<file path="src/rtl/cu_cond_sequencer.sv">
// cu_cond_sequencer: conditional-execution sequencer.
// Evaluates the 4-bit condition of each accepted instruction against the
// architectural flag registers, gates the decode control requests with the
// result, and holds off new instructions for FLUSH_CYCLES cycles after a
// taken branch.
// Optional feature: define COND_STATS_EN to build the executed/squashed
// statistics counters; otherwise both count ports are tied to zero.
//
// state  | meaning
// -------+-----------------------------------------------------------
// RUN    | accepting instructions, instr_ready=1, flush=0
// FLUSH  | draining after a taken branch, instr_ready=0, flush=1
module cu_cond_sequencer #(
    parameter int unsigned FLUSH_CYCLES = 2
) (
    input  logic        clk,
    input  logic        rst,
    input  logic        instr_valid,
    output logic        instr_ready,
    input  logic [3:0]  cond,
    input  logic        pcs_in,
    input  logic        reg_write_in,
    input  logic        mem_write_in,
    input  logic        flag_we_a,
    input  logic        flag_we_b,
    input  logic [1:0]  alu_flags_a,
    input  logic [1:0]  alu_flags_b,
    output logic        pc_src,
    output logic        reg_write,
    output logic        mem_write,
    output logic        cond_ex,
    output logic        flush,
    output logic [1:0]  flags_a_q,
    output logic [1:0]  flags_b_q,
    output logic [15:0] exec_count,
    output logic [15:0] squash_count
);

    typedef enum logic {ST_RUN = 1'b0, ST_FLUSH = 1'b1} state_t;

    state_t     state_q, state_d;
    logic [3:0] cnt_q, cnt_d;
    logic       accept;
    logic       c;
    logic       taken;

    assign accept = instr_valid && instr_ready;
    assign taken  = accept && pcs_in && c;

    // Condition decode against the flags as they stand before this edge.
    always_comb begin
        c = 1'b0;
        case (cond)
            4'b0000: c = flags_a_q[1];
            4'b0001: c = ~flags_a_q[1];
            4'b0010: c = flags_b_q[1];
            4'b0100: c = flags_a_q[0];
            4'b1111: c = 1'b1;
            default: c = 1'b0;
        endcase
    end

    // State register and flush down-counter.
    always_ff @(posedge clk) begin
        if (rst) begin
            state_q <= ST_RUN;
            cnt_q   <= 4'd0;
        end else begin
            state_q <= state_d;
            cnt_q   <= cnt_d;
        end
    end

    // Next state: a taken branch arms the counter; leave FLUSH at terminal count 1.
    always_comb begin
        state_d = state_q;
        cnt_d   = cnt_q;
        case (state_q)
            ST_RUN: begin
                if (taken) begin
                    state_d = ST_FLUSH;
                    cnt_d   = 4'(FLUSH_CYCLES);
                end
            end
            ST_FLUSH: begin
                cnt_d = cnt_q - 4'd1;
                if (cnt_q == 4'd1) state_d = ST_RUN;
            end
            default: begin
                state_d = ST_RUN;
                cnt_d   = 4'd0;
            end
        endcase
    end

    // State-decoded handshake outputs.
    always_comb begin
        instr_ready = 1'b0;
        flush       = 1'b0;
        case (state_q)
            ST_RUN:   instr_ready = 1'b1;
            ST_FLUSH: flush       = 1'b1;
            default:  instr_ready = 1'b0;
        endcase
    end

    // Gated controls pulse for one cycle per accepted instruction.
    always_ff @(posedge clk) begin
        if (rst) begin
            pc_src    <= 1'b0;
            reg_write <= 1'b0;
            mem_write <= 1'b0;
            cond_ex   <= 1'b0;
        end else begin
            pc_src    <= taken;
            reg_write <= accept && reg_write_in && c;
            mem_write <= accept && mem_write_in && c;
            cond_ex   <= accept && c;
        end
    end

    // Flag writes are squashed along with the instruction when c=0.
    always_ff @(posedge clk) begin
        if (rst) begin
            flags_a_q <= 2'b00;
            flags_b_q <= 2'b00;
        end else begin
            if (accept && c && flag_we_a) flags_a_q <= alu_flags_a;
            if (accept && c && flag_we_b) flags_b_q <= alu_flags_b;
        end
    end

`ifdef COND_STATS_EN
    // Executed/squashed counters, free-running with natural 16-bit wrap.
    always_ff @(posedge clk) begin
        if (rst) begin
            exec_count   <= 16'd0;
            squash_count <= 16'd0;
        end else if (accept) begin
            if (c) exec_count   <= exec_count + 16'd1;
            else   squash_count <= squash_count + 16'd1;
        end
    end
`else
    assign exec_count   = 16'd0;
    assign squash_count = 16'd0;
`endif

endmodule

</file>
<file path="config.mk">
export PLATFORM = sky130hd
export DESIGN_NAME = cu_cond_sequencer
export DESIGN_NICKNAME = d
export VERILOG_FILES = /design/src/rtl/cu_cond_sequencer.sv
export SDC_FILE = /design/constraint.sdc
export NUM_CORES = 1
export LEC_CHECK = 0
export CAP_MARGIN = 10
export CORE_AREA = 2 2 53 55
export CTS_CLUSTER_SIZE = 40
export DETAILED_ROUTE_END_ITERATION = 12
export DIE_AREA = 0 0 55 57
export PLACE_DENSITY = 0.85
export SLEW_MARGIN = 20
export SYNTH_ARGS = -nofsm -noshare
export SYNTH_HDL_FRONTEND = slang
export SYNTH_SLANG_ARGS = --single-unit
</file>
<file path="constraint.sdc">
create_clock -name clk -period 2.4 [get_ports clk]
set_clock_uncertainty 0.05 [all_clocks]
set_input_delay 0.48 -clock clk [delete_from_list [all_inputs] [get_ports clk]]
set_output_delay 0.48 -clock clk [all_outputs]
set_load 0.1 [all_outputs]
</file>
==> metrics.cfg <==
[run]
maxCapViolCount = 0

[global_route]
grt_antenna_before_repair = 0
grt_first_pass_wirelength_microns = 2240
grt_max_degree = 18
grt_pass1_vias = 565
overflow = 0
track_usage = 0.0993

[sta]
setup_viol = 0
fin_crit_ns = 2.20
final_max_slew_viol_count = 0
grt_setup_unrepaired = no
clock.fmax_mhz = 455
fin_hold_ws_ns = 0.451
post-route-period-util = 0.916
hold_violations = 0

[clock_tree]
cts_setup_buffers = 0
cts_buffers = 3
cts.sinks = 13
cts_tree = yes
clkSlewWorstSetupHoldPaths_ns = 0.08
root_buffer = clkbuf_4
clock_path_buffers = 2
cts-resized-gates = 0
clkLatencyLatePin_ns = 0.27
postCtsHoldBufs = 0
htreeDepth = 1

[routing]
post_drt_wl_per_cell_microns = 10.1
num_vias = 672
routed_wl_microns = 1590
routed_via_density = 4.28
ant_nets = 0
firstDrtPassIters = 4
drt-initial-drc-count = 6
drc_errors = 0

[place]
routabilityCongestion = 0.624
dp_cells = 153
portBuffers = 25
dp_hpwl_microns = 1300

[min_path]
worstHoldStart = flags_b_q[1]
hold_path_class = register to register

[power_and_ir_drop]
p_leak_nw = 0.485
irDropWorstVdd_mv = 0.249
powerDensity_nw_per_um2 = 633
power_uw = 665

[critical_path]
worstReg2RegEnd = cnt_q[0]
crit_type = input pin to register
critical_path.endpoint = cnt_q[0]
critPathLaunchType = input pin
r2r_cells = 4
slowest_delay_ns = 0.51
arrival_ns = 2.28
endpoint_kind = register
worstSetupStartpoint = instr_valid
cp_max_fo = 3
crit_chain = clkdlybuf4s50_1 > or3b_1 > a2111o_1 > a21boi_0 > o22ai_1
r2r_start = flags_a_q[0]
crit_slowest_cell = clkdlybuf4s50_1
regToRegSetupSlack_ns = 0.85
crit_required_ns = 2.48

[finish]
final_cells = 157
diodes = 0
fill_cells = 276
area_delta_synth_final_pct = 18.0
nets = 145
drive_above_1_share = 0.127

[synthesis]
synth-main-ff-cell = dfxtp_1
synth-edff-count = 0
yosysWarnings = 0
ys_seq_area_frac = 0.293
async_flop_share = 0
ys_ff_latch = 13
syn_area_per_cell_sq_um = 8.90
postSynthCellCount = 100
syn_area_sq_um = 890
synth_cell_types = 31

[status]
outcome = complete, no violations

[die]
fp.dieW_microns = 55
core_region_area_sq_um = 2620
rows = 19
ios = 58
dieArea_sq_um = 3140
die_h_microns = 57
initial_core_util = 0.340

worst min-delay path by stage:
| stage | end | slack [ns] | cells past startpoint |
|---|---|---|---|
| finish | flags_b_q[1] | 0.45 | 2 |
| global route | flags_a_q[0] | 0.47 | 2 |
| CTS | flags_a_q[0] | 0.46 | 2 |
| detailed placement | flags_b_q[0] | 0.42 | 2 |
| global placement | flags_a_q[0] | 0.43 | 2 |
| floorplan | cnt_q[1] | 0.43 | 1 |
kinds of logic (layout without fill, tap and decap cells):
family                     after synthesis  after routing  synth area share
buffers and inverters                   38             33             0.295
and+or+nand+nor                         26             26             0.177
AOI/OAI and AO/OA                       15             15             0.148
DFF                                     13             13             0.293
muxes                                    4              4            0.0450
adders and majority gates                2              2            0.0281
other                                    1             32           0.00422
xor gates and xnor gates                 1              1           0.00985
metal layers:
metal	part of all wire	global-route usage
met1	0.37	0.0930
met2	0.50	0.177
met3	0.12	0.0471
met4	0.012	0.0418
met5	0	0
area by class of cell:
class,count,area [sq um],area share
multi-input cells,80,483,0.460
flip-flops and latches,13,262,0.249
repair buffers,25,225,0.215
well taps,31,38.8,0.0369
clock buffers,4,26.3,0.0250
inverters,4,15.0,0.0143
power by group:
part	internal, mW	switching (mW)
Sequential	0.222	0.00531
Clock	0.0643	0.0658
Combinational	0.0407	0.267
cell usage in the layout, fill, tap and decap left out:
master,n
dfxtp_1,12
xor2_1,1
o211a_1,3
ha_1,2
nor4b_1,1
or3_1,1
and2_1,3
o31a_1,1
and3b_1,1
clkdlybuf4s50_1,15
dfxtp_2,1
o41ai_1,1
a2111oi_2,1
nor3_1,2
clkbuf_4,3
and3_1,1
inv_1,4
or3b_1,1
a31oi_1,1
a21boi_0,1
clkbuf_1,1
o211ai_1,2
a2111o_1,1
o22ai_1,1
nor2_1,2
buf_4,10
conb_1,32
nor2b_1,1
nand2b_1,10
a21oi_1,2
a211oi_2,1
nor4_1,1
mux2i_1,4
nand2_1,2
Yosys cell counts (all sizes together) (2+ instances only):
cell    instances  area [sq um]
and2            3          18.8
mux2i           4          40.0
o211a           3          30.0
ha              2          25.0
o211ai          2          15.0
nor3            2          10.0
nor2            2          7.51
nand2b         10          62.6
nand2           2          7.51
dfxtp          13           260
buf            32           240
clkbuf          2          7.51
inv             4          15.0
a21oi           2          10.0
metrics by stage:
step	util	setup slack [ns]	TNS, ns	cell area (sq um)
floorplan	-	0.239	0	1010
global placement	0.391	0.00180	0	1020
detailed placement	0.391	-0.0602	-0.110	1020
CTS	0.401	0.201	0	1050
global route	0.401	0.127	0	1050
finish	0.401	0.202	0	1050
state kept, by name (all words and copies together) (netlist names):
signal and cells:
cnt_q 4, cond_ex 1, flags_a_q 2, flags_b_q 2, mem_write 1, pc_src 1, reg_write 1, state_q 1
critical path, delay by kind of cell:
kind	cells	cell delay [ns]
AOI/OAI and AO/OA	3	0.89
and+or+nand+nor	1	0.40
buffers and inverters	1	0.51
(Power assumes the default switching activity.)
==> patch 1 (same flow settings) <==
The option `COND_STATS_EN` is turned on by a define.
--- a/src/rtl/cu_cond_sequencer.sv
+++ b/src/rtl/cu_cond_sequencer.sv
@@ -10,6 +10,8 @@
 // -------+-----------------------------------------------------------
 // RUN    | accepting instructions, instr_ready=1, flush=0
 // FLUSH  | draining after a taken branch, instr_ready=0, flush=1
+`define COND_STATS_EN
+
 module cu_cond_sequencer #(
     parameter int unsigned FLUSH_CYCLES = 2
 ) (
Behaviour: not the same (Yosys sat finds a counterexample within 4 cycles, from zero or initial values and one cycle with rst high).
==> patch 1 against the original RTL <==
The flow now stops in global placement; synthesized area increased by 140%.
==> patch 1: results (changes against the original RTL) <==
* Outcome: aborted with a tool error
* Stopped at: global placement
* Err: [ERROR GPL-0301] Utilization 111.493 % exceeds 100%.
* XOR/XNOR Fraction of Synth Area at 0.114 (+0.104)
* Port-buffer cells at 57 (+130%)
* Yosys cell types at 34 (+9.7%)
* Seq/Total Area, Yosys at 0.417 (+0.125)
* Asr flop ratio synth at 0 (unchanged)
* Synth Flop Type: dfxtp_1
* Synth cell count leaders: dfxtp_1, nor2_1, xnor2_1
* Syn avg cell area at 8.70 µm² (-2.2%)
* Yosys warning count at 0 (unchanged)
* Flops & latches, synth at 45 (+32)
* Mux contribution to synthesized area at 0.0278 (-0.0172)
* Cell Area, Synth at 2160 µm² (+140%)
* Syn_nets at around 270
* Compound-Gate Fraction of Synth Area at 0.117 (-0.0306)
* Synth top area cells: dfxtp_1, xnor2_1, nor2_1, xor2_1, a2111oi_2
* Area share of fa/ha/maj cells after synthesis at 0.0232 (-0.00494)
==> patch 1: cell families after synthesis <==
group,after synthesis
and+or+nand+nor,108
muxes,6
buffers and inverters,25
xor gates and xnor gates,28
DFF,45
adders and majority gates,4
AOI/OAI and AO/OA,32
==> patch 2 (same settings) <==
Made on the original files. Register the output `flags_b_q` once more, without a reset; this adds one clock of latency there. The other outputs are not delayed to match.
--- a/src/rtl/cu_cond_sequencer.sv
+++ b/src/rtl/cu_cond_sequencer.sv
@@ -38,6 +38,8 @@
 
     typedef enum logic {ST_RUN = 1'b0, ST_FLUSH = 1'b1} state_t;
 
+    logic [1:0] flags_b_q_s0;
+
     state_t     state_q, state_d;
     logic [3:0] cnt_q, cnt_d;
     logic       accept;
@@ -53,7 +55,7 @@
         case (cond)
             4'b0000: c = flags_a_q[1];
             4'b0001: c = ~flags_a_q[1];
-            4'b0010: c = flags_b_q[1];
+            4'b0010: c = flags_b_q_s0[1];
             4'b0100: c = flags_a_q[0];
             4'b1111: c = 1'b1;
             default: c = 1'b0;
@@ -123,10 +125,10 @@
     always_ff @(posedge clk) begin
         if (rst) begin
             flags_a_q <= 2'b00;
-            flags_b_q <= 2'b00;
+            flags_b_q_s0 <= 2'b00;
         end else begin
             if (accept && c && flag_we_a) flags_a_q <= alu_flags_a;
-            if (accept && c && flag_we_b) flags_b_q <= alu_flags_b;
+            if (accept && c && flag_we_b) flags_b_q_s0 <= alu_flags_b;
         end
     end
 
@@ -146,5 +148,9 @@
     assign squash_count = 16'd0;
 `endif
 
+    always_ff @(posedge clk) begin
+        flags_b_q <= flags_b_q_s0;
+    end
+
 endmodule
 
Function: changed (a bounded check fails within 4 cycles, from zero or initial values and one cycle with rst high).
==> patch 2 against the original RTL <==
Register-to-register slack worse by 0.03 ns; sequential cell count up 2; die area unchanged; wire length down 5.8%; design area up 3.1%; sequential share of layout area up 3.0 points; synthesized cell count unchanged; largest cell class unchanged; synthesized area up 3.8%; setup slack better by 0.31 ns; total power up 6.1%.
==> patch 2: results (changes against the original RTL) <==
* Layout cells sized above 1 at 0.167 (+0.0397)
* Initial antenna violation count at 0 (unchanged)
* Synth Flop Type: dfxtp_1
* Yosys warning count at 0 (unchanged)
* Clk slew on worst S/H paths at 0.08 ns (about the same)
* Combinational Power at 0.307 mW (about the same)
* Worst Hold Class: flip-flop to flip-flop
* # diodes at 0 (unchanged)
* Starting DRT DRC Count at 15 (+9)
* Synth top area cells: dfxtp_1, buf_4, nand2b_1, mux2i_1, a32oi_4
* Top reg by flops: cnt_q
* Most common cell in the netlist: buf_4
* Post-synth EDFFs at 0 (unchanged)
* Largest net degree at the start of global routing at 16 (-2)
* Vias per cell at 4.03 (-5.8%)
* Detailed Place HPWL at 1.20 mm (-7.9%)
* CP Max Fanout at 5 (+2)
* Leak pwr at 0.455 nW (-6.2%)
* TritonRoute pass-1 iters at 4 (unchanged)
* Seq/Total Area, Yosys at 0.325 (+0.0327)
* Post-CTS Setup Inserts at 0 (unchanged)
* Gr usage total at 0.0932 (-0.00604)
* H-tree depth at 1 (unchanged)
* PostCTS Resize Cnt at 0 (unchanged)
* CTS Buf Count at 3 (unchanged)
* Placed cells at 153 (unchanged)
* Outcome: complete, no violations
* Yosys cell types at 28 (-9.7%)
* Non-filler cells in the finished layout at 157 (unchanged)
* Max FFs per register at 4 (unchanged)
* Placed cell areas at 1060 µm² (+3.2%)
* First-pass GRT wire length at 2.15 mm (-4.0%)
* Synth cell count leaders: buf_4, dfxtp_1, nand2b_1
* Net Switching at 0.346 mW (+2.3%)
* Gate power share at 0.435 (-0.028)
* Final WL at 1.50 mm (-5.8%)
* GPL Wtd Cong at 0.711 (+14%)
* Post-synthesis instance total at 100 (unchanged)
* Clock latency on the worst-skew pair at 0.27 ns (about the same)
* CTS Buffer Depth at 2 (unchanged)
* Clk. pwr at 0.139 mW (+7%)
* Max rail drop VDD at 0.298 mV (+19%)
* Number of global-route vias before repair at 513 (-9.2%)
* Asr flop ratio synth at 0 (unchanged)
* Setup WS pre-CTS at 0.193 ns (+0.253 ns)
* Port-buffer cells at 25 (unchanged)
* Root buffer cell: clkbuf_4
==> patch 2: cell count changes after synthesis, sizes merged, moves of 2 or more <==
cell,change
nand2b,-2
o211ai,-2
nor3,+3
o211a,-3
o21ai,+2
nand2,+4
dfxtp,+2
==> patch 2: critical path: stages <==
cell             delay (ns)
clkdlybuf4s50_1        0.48
o21ai_0                0.35
a32oi_4                0.23
nor3_2                 0.28
mux2i_1                0.22
==> patch 2: cell type report <==
| class | count | area [µm²] |
|---|---|---|
| multi-input cells | 78 | 475 |
| fillers | 256 | 1530 |
| clock buffers | 4 | 26.3 |
| flip-flops and latches | 15 | 302 |
| repair buffers | 25 | 225 |
| inverters | 4 | 15.0 |
| well taps | 31 | 38.8 |
==> patch 2: final timing paths <==
check / depth (start not counted) / endpoint / slack, ns / start
hold / removal: 0 / flags_b_q[0] / 0.31 / flags_b_q_s0[0]
setup / recovery: 5 / flags_b_q_s0[0] / 0.51 / cond[1]
setup reg to reg: 5 / flags_b_q_s0[0] / 0.82 / flags_a_q[0]
hold reg to reg: 0 / flags_b_q[0] / 0.31 / flags_b_q_s0[0]
==> patch 2: cells by family (layout without fill, tap and decap cells) <==
family                     count (synthesis)  count (layout)  synth area share
buffers and inverters                     38              33             0.286
AOI/OAI and AO/OA                          9               9            0.0881
other                                      1              32           0.00406
xor gates and xnor gates                   2               2            0.0190
muxes                                      4               4            0.0434
and+or+nand+nor                           29              29             0.207
adders and majority gates                  2               2            0.0271
DFF                                       15              15             0.325
==> patch 2: metal layers <==
layer  part of all wire  track usage  vias up
met5                  0            0        -
met3               0.11       0.0419        0
met2               0.49        0.148       34
met1               0.39        0.110      282
met4                  0       0.0314        0
li1                   -            -      317
